File: src/rtl/speed_window_ctrl.sv
// Hall-based BLDC speed gate: synchronises hall codes, counts commutations per fixed window.
// Optional DIRECTION_EN macro adds rotation direction output and skipped-state fault detection.
module speed_window_ctrl #(
    parameter int DIV_WIDTH     = 13,
    parameter int WINDOW        = 435,
    parameter int CWIDTH        = 11,
    parameter int STALL_WINDOWS = 4
) (
    input  logic              clock_sys,
    input  logic              reset,
    input  logic              enable,
    input  logic [2:0]        hall_effect,
    input  logic              fault_clear,
    output logic [CWIDTH-1:0] comm_count,
    output logic              count_valid,
    output logic              window_busy,
    output logic              stall,
    output logic              hall_fault,
    output logic              direction
);

    localparam int TW = (WINDOW > 2) ? $clog2(WINDOW) : 1;
    localparam int SW = $clog2(STALL_WINDOWS + 1);

    localparam logic [1:0] S_IDLE    = 2'd0;
    localparam logic [1:0] S_ARM     = 2'd1;
    localparam logic [1:0] S_MEASURE = 2'd2;
    localparam logic [1:0] S_LATCH   = 2'd3;

    logic [2:0]           sync1, sync2, last_code;
    logic [1:0]           vld_pipe;
    logic                 code_seen, code_legal, hall_edge, illegal_code, skip_fault;
    logic [1:0]           state;
    logic [DIV_WIDTH-1:0] presc;
    logic [TW-1:0]        tick_cnt;
    logic [CWIDTH-1:0]    comm_cnt, comm_next;
    logic [SW-1:0]        stall_cnt;
    logic                 tick, window_end;

    // vld_pipe marks when sync2 holds a real pin sample, so the reset zeros are not seen as code 000
    always_ff @(posedge clock_sys or posedge reset) begin
        if (reset) begin
            sync1    <= 3'b000;
            sync2    <= 3'b000;
            vld_pipe <= 2'b00;
        end else begin
            sync1    <= hall_effect;
            sync2    <= sync1;
            vld_pipe <= {vld_pipe[0], 1'b1};
        end
    end

    assign code_seen    = vld_pipe[1];
    assign code_legal   = code_seen && (sync2 != 3'b000) && (sync2 != 3'b111);
    assign illegal_code = code_seen && !code_legal;
    assign hall_edge    = code_legal && (sync2 != last_code) && (last_code != 3'b000);

`ifdef DIRECTION_EN
    function automatic logic [2:0] fwd_next(input logic [2:0] code);
        case (code)
            3'b001:  fwd_next = 3'b011;
            3'b011:  fwd_next = 3'b010;
            3'b010:  fwd_next = 3'b110;
            3'b110:  fwd_next = 3'b100;
            3'b100:  fwd_next = 3'b101;
            3'b101:  fwd_next = 3'b001;
            default: fwd_next = 3'b000;
        endcase
    endfunction

    logic fwd_step, rev_step;
    assign fwd_step   = (fwd_next(last_code) == sync2);
    assign rev_step   = (fwd_next(sync2) == last_code);
    assign skip_fault = hall_edge && !fwd_step && !rev_step;

    always_ff @(posedge clock_sys or posedge reset) begin
        if (reset)
            direction <= 1'b0;
        else if (hall_edge && fwd_step)
            direction <= 1'b1;
        else if (hall_edge && rev_step)
            direction <= 1'b0;
    end
`else
    assign skip_fault = 1'b0;
    assign direction  = 1'b0;
`endif

    always_ff @(posedge clock_sys or posedge reset) begin
        if (reset) begin
            last_code  <= 3'b000;
            hall_fault <= 1'b0;
        end else begin
            if (code_legal)
                last_code <= sync2;
            // a new fault in the same cycle wins over the clear
            if (illegal_code || skip_fault)
                hall_fault <= 1'b1;
            else if (fault_clear)
                hall_fault <= 1'b0;
        end
    end

    assign tick       = &presc;
    assign window_end = (state == S_MEASURE) && tick && (tick_cnt == TW'(WINDOW - 1));
    assign comm_next  = (&comm_cnt) ? comm_cnt : comm_cnt + CWIDTH'(hall_edge);

    always_ff @(posedge clock_sys or posedge reset) begin
        if (reset) begin
            state <= S_IDLE;
        end else if (!enable) begin
            state <= S_IDLE;
        end else begin
            case (state)
                S_IDLE:    state <= S_ARM;
                S_ARM:     state <= S_MEASURE;
                S_MEASURE: state <= window_end ? S_LATCH : S_MEASURE;
                default:   state <= S_MEASURE;
            endcase
        end
    end

    // LATCH is prescaler count 0 of the next window, keeping LATCH-to-LATCH at WINDOW ticks
    always_ff @(posedge clock_sys or posedge reset) begin
        if (reset) begin
            presc    <= '0;
            tick_cnt <= '0;
            comm_cnt <= '0;
        end else if (!enable || state == S_IDLE || state == S_ARM) begin
            presc    <= '0;
            tick_cnt <= '0;
            comm_cnt <= '0;
        end else if (state == S_MEASURE) begin
            presc <= presc + DIV_WIDTH'(1);
            if (tick)
                tick_cnt <= window_end ? '0 : tick_cnt + TW'(1);
            comm_cnt <= window_end ? '0 : comm_next;
        end else begin
            presc    <= presc + DIV_WIDTH'(1);
            tick_cnt <= '0;
            comm_cnt <= CWIDTH'(hall_edge);
        end
    end

    always_ff @(posedge clock_sys or posedge reset) begin
        if (reset) begin
            comm_count <= '0;
            stall_cnt  <= '0;
        end else if (!enable || state == S_IDLE) begin
            stall_cnt <= '0;
        end else if (window_end) begin
            comm_count <= comm_next;
            if (comm_next != '0)
                stall_cnt <= '0;
            else if (stall_cnt != SW'(STALL_WINDOWS))
                stall_cnt <= stall_cnt + SW'(1);
        end
    end

    assign count_valid = (state == S_LATCH);
    assign window_busy = (state == S_ARM) || (state == S_MEASURE);
    assign stall       = (stall_cnt == SW'(STALL_WINDOWS));

endmodule

File: config.mk
export PLATFORM = sky130hd
export DESIGN_NAME = speed_window_ctrl
export DESIGN_NICKNAME = d
export VERILOG_FILES = /design/src/rtl/speed_window_ctrl.sv
export SDC_FILE = /design/constraint.sdc
export NUM_CORES = 1
export LEC_CHECK = 0
export ABC_AREA = 1
export CORE_ASPECT_RATIO = 1.25
export CORE_MARGIN = 1.5
export CORE_UTILIZATION = 63
export DETAILED_ROUTE_END_ITERATION = 6
export GPL_TIMING_DRIVEN = 0
export PLACE_DENSITY = 0.85
export SYNTH_ARGS = -nofsm -noshare
export SYNTH_HDL_FRONTEND = slang
export SYNTH_SLANG_ARGS = --single-unit
export TNS_END_PERCENT = 30
File: constraint.sdc
create_clock -name clock_sys -period 6.3 [get_ports clock_sys]
set_clock_uncertainty 0.15 [all_clocks]
set_input_delay 0.945 -clock clock_sys [delete_from_list [all_inputs] [get_ports clock_sys]]
set_output_delay 0.945 -clock clock_sys [all_outputs]
set_load 0.05 [all_outputs]
==> results by group <==
Run status
  – Status: complete, no violations

Layout
  – Register Area: 1530 um^2
  – Synth-to-layout area growth: 14.8%
  – Ant diodes: 0
  – Most frequent cells in the layout: nand2_1, dfrtp_1, inv_1, nor2_1, nand3_1
  – Most common cell after layout, fill and taps aside: nand2_1
  – Layout Nets: 422
  – Area occupied by multi-input gates: 1430 um^2
  – Share of cells above drive strength 1: 16.6%
  – Finished Layout Cells: 469
  – Filler instances: 336

Flow run
  – Max_cap viols: 0

Power
  – Power density cells: 211 nW/um^2
  – Int Pwr: 0.000563 W
  – Sw Pwr: 0.000212 W
  – Logic pwr share: 9.1%
  – Peak VDD IR: 0.218 mV
  – Clock share of power: 38.4%
  – Net Sw Frac: 27.4%
  – Leakage Power: 1.68 nW
  – Flop pwr share: 52.5%

Floorplan
  – Core footprint: 4800 um^2
  – Die area: 5500 um^2
  – FP Rows: 28
  – Die Wd: 66.7 um
  – IO Pins: 23
  – Starting Density: 66.5%
  – Die Ht: 82.6 um

Drt
  – Wire per inst: 13.6 um
  – DR vias/cell: 5.35
  – DR vias: 2509
  – Drt first pass iters: 4
  – DR iter-0 viols: 126
  – Residual DRC: 0
  – Residual antenna-violating net count after detailed routing: 0
  – WL final: 6.36 mm

STA
  – Final WS setup: 3.22 ns
  – Relative slew slack: 54.3%
  – Setup Viol. Count Final: 0
  – Final min period: 3.08 ns
  – Slew Limit Fails: 0
  – Hold Violations, Final: 0
  – Period utilization: 48.8%
  – Hold WS: 0.202 ns
  – RSZ-0062 raised after global routing: no
  – Fmax: 325 MHz
  – Setup TNS: 0 ns
  – Worst slew pin tran: 0.684 ns

Setup path
  – Maximum fanout along the worst path: 4
  – CP Data Arrival Time: 1.98 ns
  – Startpoint class of the critical path: flop
  – Worst endpoint required time: 5.20 ns
  – Crit end category: output pin
  – Kind of critical path: reg2out
  – Worst r2r path cells: 18

CTS
  – Clk root buf: clkbuf_8
  – H-Tree Depth: 3
  – Post-CTS Hold Buffers: 0
  – CTS tree: yes
  – Setup repair bufs after CTS: 0
  – CTS sink cnt: 61
  – Clk slew on worst S/H paths: 0.07 ns
  – CTS buffer count: 9
  – Clk buf depth: 2
  – PostCTS Resize Cnt: 0
  – Later-pin clock latency in the skew report: 0.34 ns

GRT
  – Initial antenna violation count: 0
  – Largest net degree at the start of global routing: 33
  – Grt total ovfl: 0
  – Tot GR Track Use: 26.0%
  – Wire length of the first global-routing pass: 10.5 mm
  – Vias in the first global route: 2476

Worst hold path
  – Hold WC Path Type: reg2reg
  – WHS Path Cells: 0

Logic synthesis
  – Yosys cell types: 35
  – Synth Flop Type: dfrtp_1
  – Seq/Total Area, Yosys: 47.8%
  – Ys async rst share: 100%
  – Syn_area_per_cell: 8.60 um^2
  – Area leader, netlist: dfrtp_1
  – Syn Inst Count: 371
  – EDFF count, synth: 0
  – Synth Register Bits: 61
  – Syn Std Cell Area: 3190 um^2
  – Synth area leaders: dfrtp_1, nand2_1, inv_1, nor2_1, ha_1
  – Post-synth top area share: 47.8%
  – Warnings, synthesis: 0
  – Syn_nets: 389

Place
  – Cells after DPL: 453
  – DP HPWL: 4.72 mm
  – Port bufs: 21
  – Pre-CTS WS: 3.36 ns
  – Gpl congestion: 0.833
area by class of cell:
cell class / instances / area share, %
timing repair buffer: 22 / 6.29
clock buffer: 9 / 3.38
sequential: 61 / 41.7
inverter: 55 / 5.64
buffer: 4 / 0.752
tap: 60 / 2.05
multi-input combinational: 251 / 39.1
clock inverter: 7 / 1.16
layer usage:
metal / wire length (um) / vias to the layer above / global-route usage, %
met5: 0 / - / 0
met4: 166 / 0 / 15.9
met3: 197 / 18 / 6.23
met2: 3350 / 40 / 45.5
met1: 2650 / 1197 / 28.1
li1: - / 1254 / -
flip-flops by register name, indices dropped and copies added (netlist names):
| name | flops |
|---|---|
| comm_cnt | 11 |
| comm_count | 11 |
| hall_fault | 1 |
| last_code | 3 |
| presc | 13 |
| stall_cnt | 3 |
| state | 2 |
| sync1 | 3 |
| sync2 | 3 |
| tick_cnt | 9 |
| vld_pipe | 2 |
power by group through the flow:
stage / Combinational (W) / Sequential, W / Clock [W]
floorplan: 0.0000486 / 0.000415 / 0
global placement: 0.0000657 / 0.000413 / 0
detailed placement: 0.0000701 / 0.000414 / 0
CTS: 0.0000710 / 0.000407 / 0.000302
global route: 0.0000775 / 0.000408 / 0.000314
finish: 0.0000704 / 0.000407 / 0.000297
worst max-delay path, cell delays in order, from the launching register on:
cell and delay (ns):
dfrtp_1 0.40, inv_1 0.08, ha_1 0.14, nand2_1 0.09, inv_1 0.12, clkdlybuf4s50_1 0.81
kinds of logic (layout without fill, tap and decap cells):
family	count (synthesis)	after routing	share of synthesized area, %
AOI/OAI and AO/OA	42	42	7.41
and+or+nand+nor	186	186	30.1
DFF	61	61	47.8
buffers and inverters	59	97	7.33
other	2	2	0.235
adders and majority gates	11	11	4.31
xor gates and xnor gates	10	10	2.75
worst paths after layout:
| kind | start | endpoint | slack, ns |
|---|---|---|---|
| min in group asynchronous | reset | presc[4] | 0.88 |
| worst max-delay path | stall_cnt[0] | stall | 3.22 |
| max in group asynchronous | reset | comm_count[8] | 4.53 |
| worst min register to register | vld_pipe[0] | vld_pipe[1] | 0.20 |
| worst min-delay path | vld_pipe[0] | vld_pipe[1] | 0.20 |
| worst max register to register | sync2[2] | stall_cnt[0] | 3.32 |
per-stage QoR:
| stage | util, % | power [W] | cell area (um^2) |
|---|---|---|---|
| 6_report | 76.3 | 0.000774 | 3660 |
| 5_1_grt | 76.3 | 0.000799 | 3660 |
| 3_5_place_dp | 72.8 | 0.000484 | 3500 |
| 4_1_cts | 76.3 | 0.000779 | 3660 |
| 3_3_place_gp | 72.4 | 0.000479 | 3480 |
| 2_1_floorplan | - | 0.000463 | 3190 |
cell usage after synthesis (2+ instances only):
cell type	n
nor4_1	3
nand3_2	10
nor2_1	39
inv_2	10
nor3_1	8
o31ai_1	2
conb_1	2
nand3_1	23
nand2_1	68
a21oi_1	7
o21a_1	3
nor2_4	10
nand2_2	9
nand4_1	7
o22ai_1	4
xnor2_1	2
ha_1	11
xor2_1	8
nor2_2	5
o21ai_0	22
inv_1	44
dfrtp_1	61
Power figures use the tool's default switching activity.
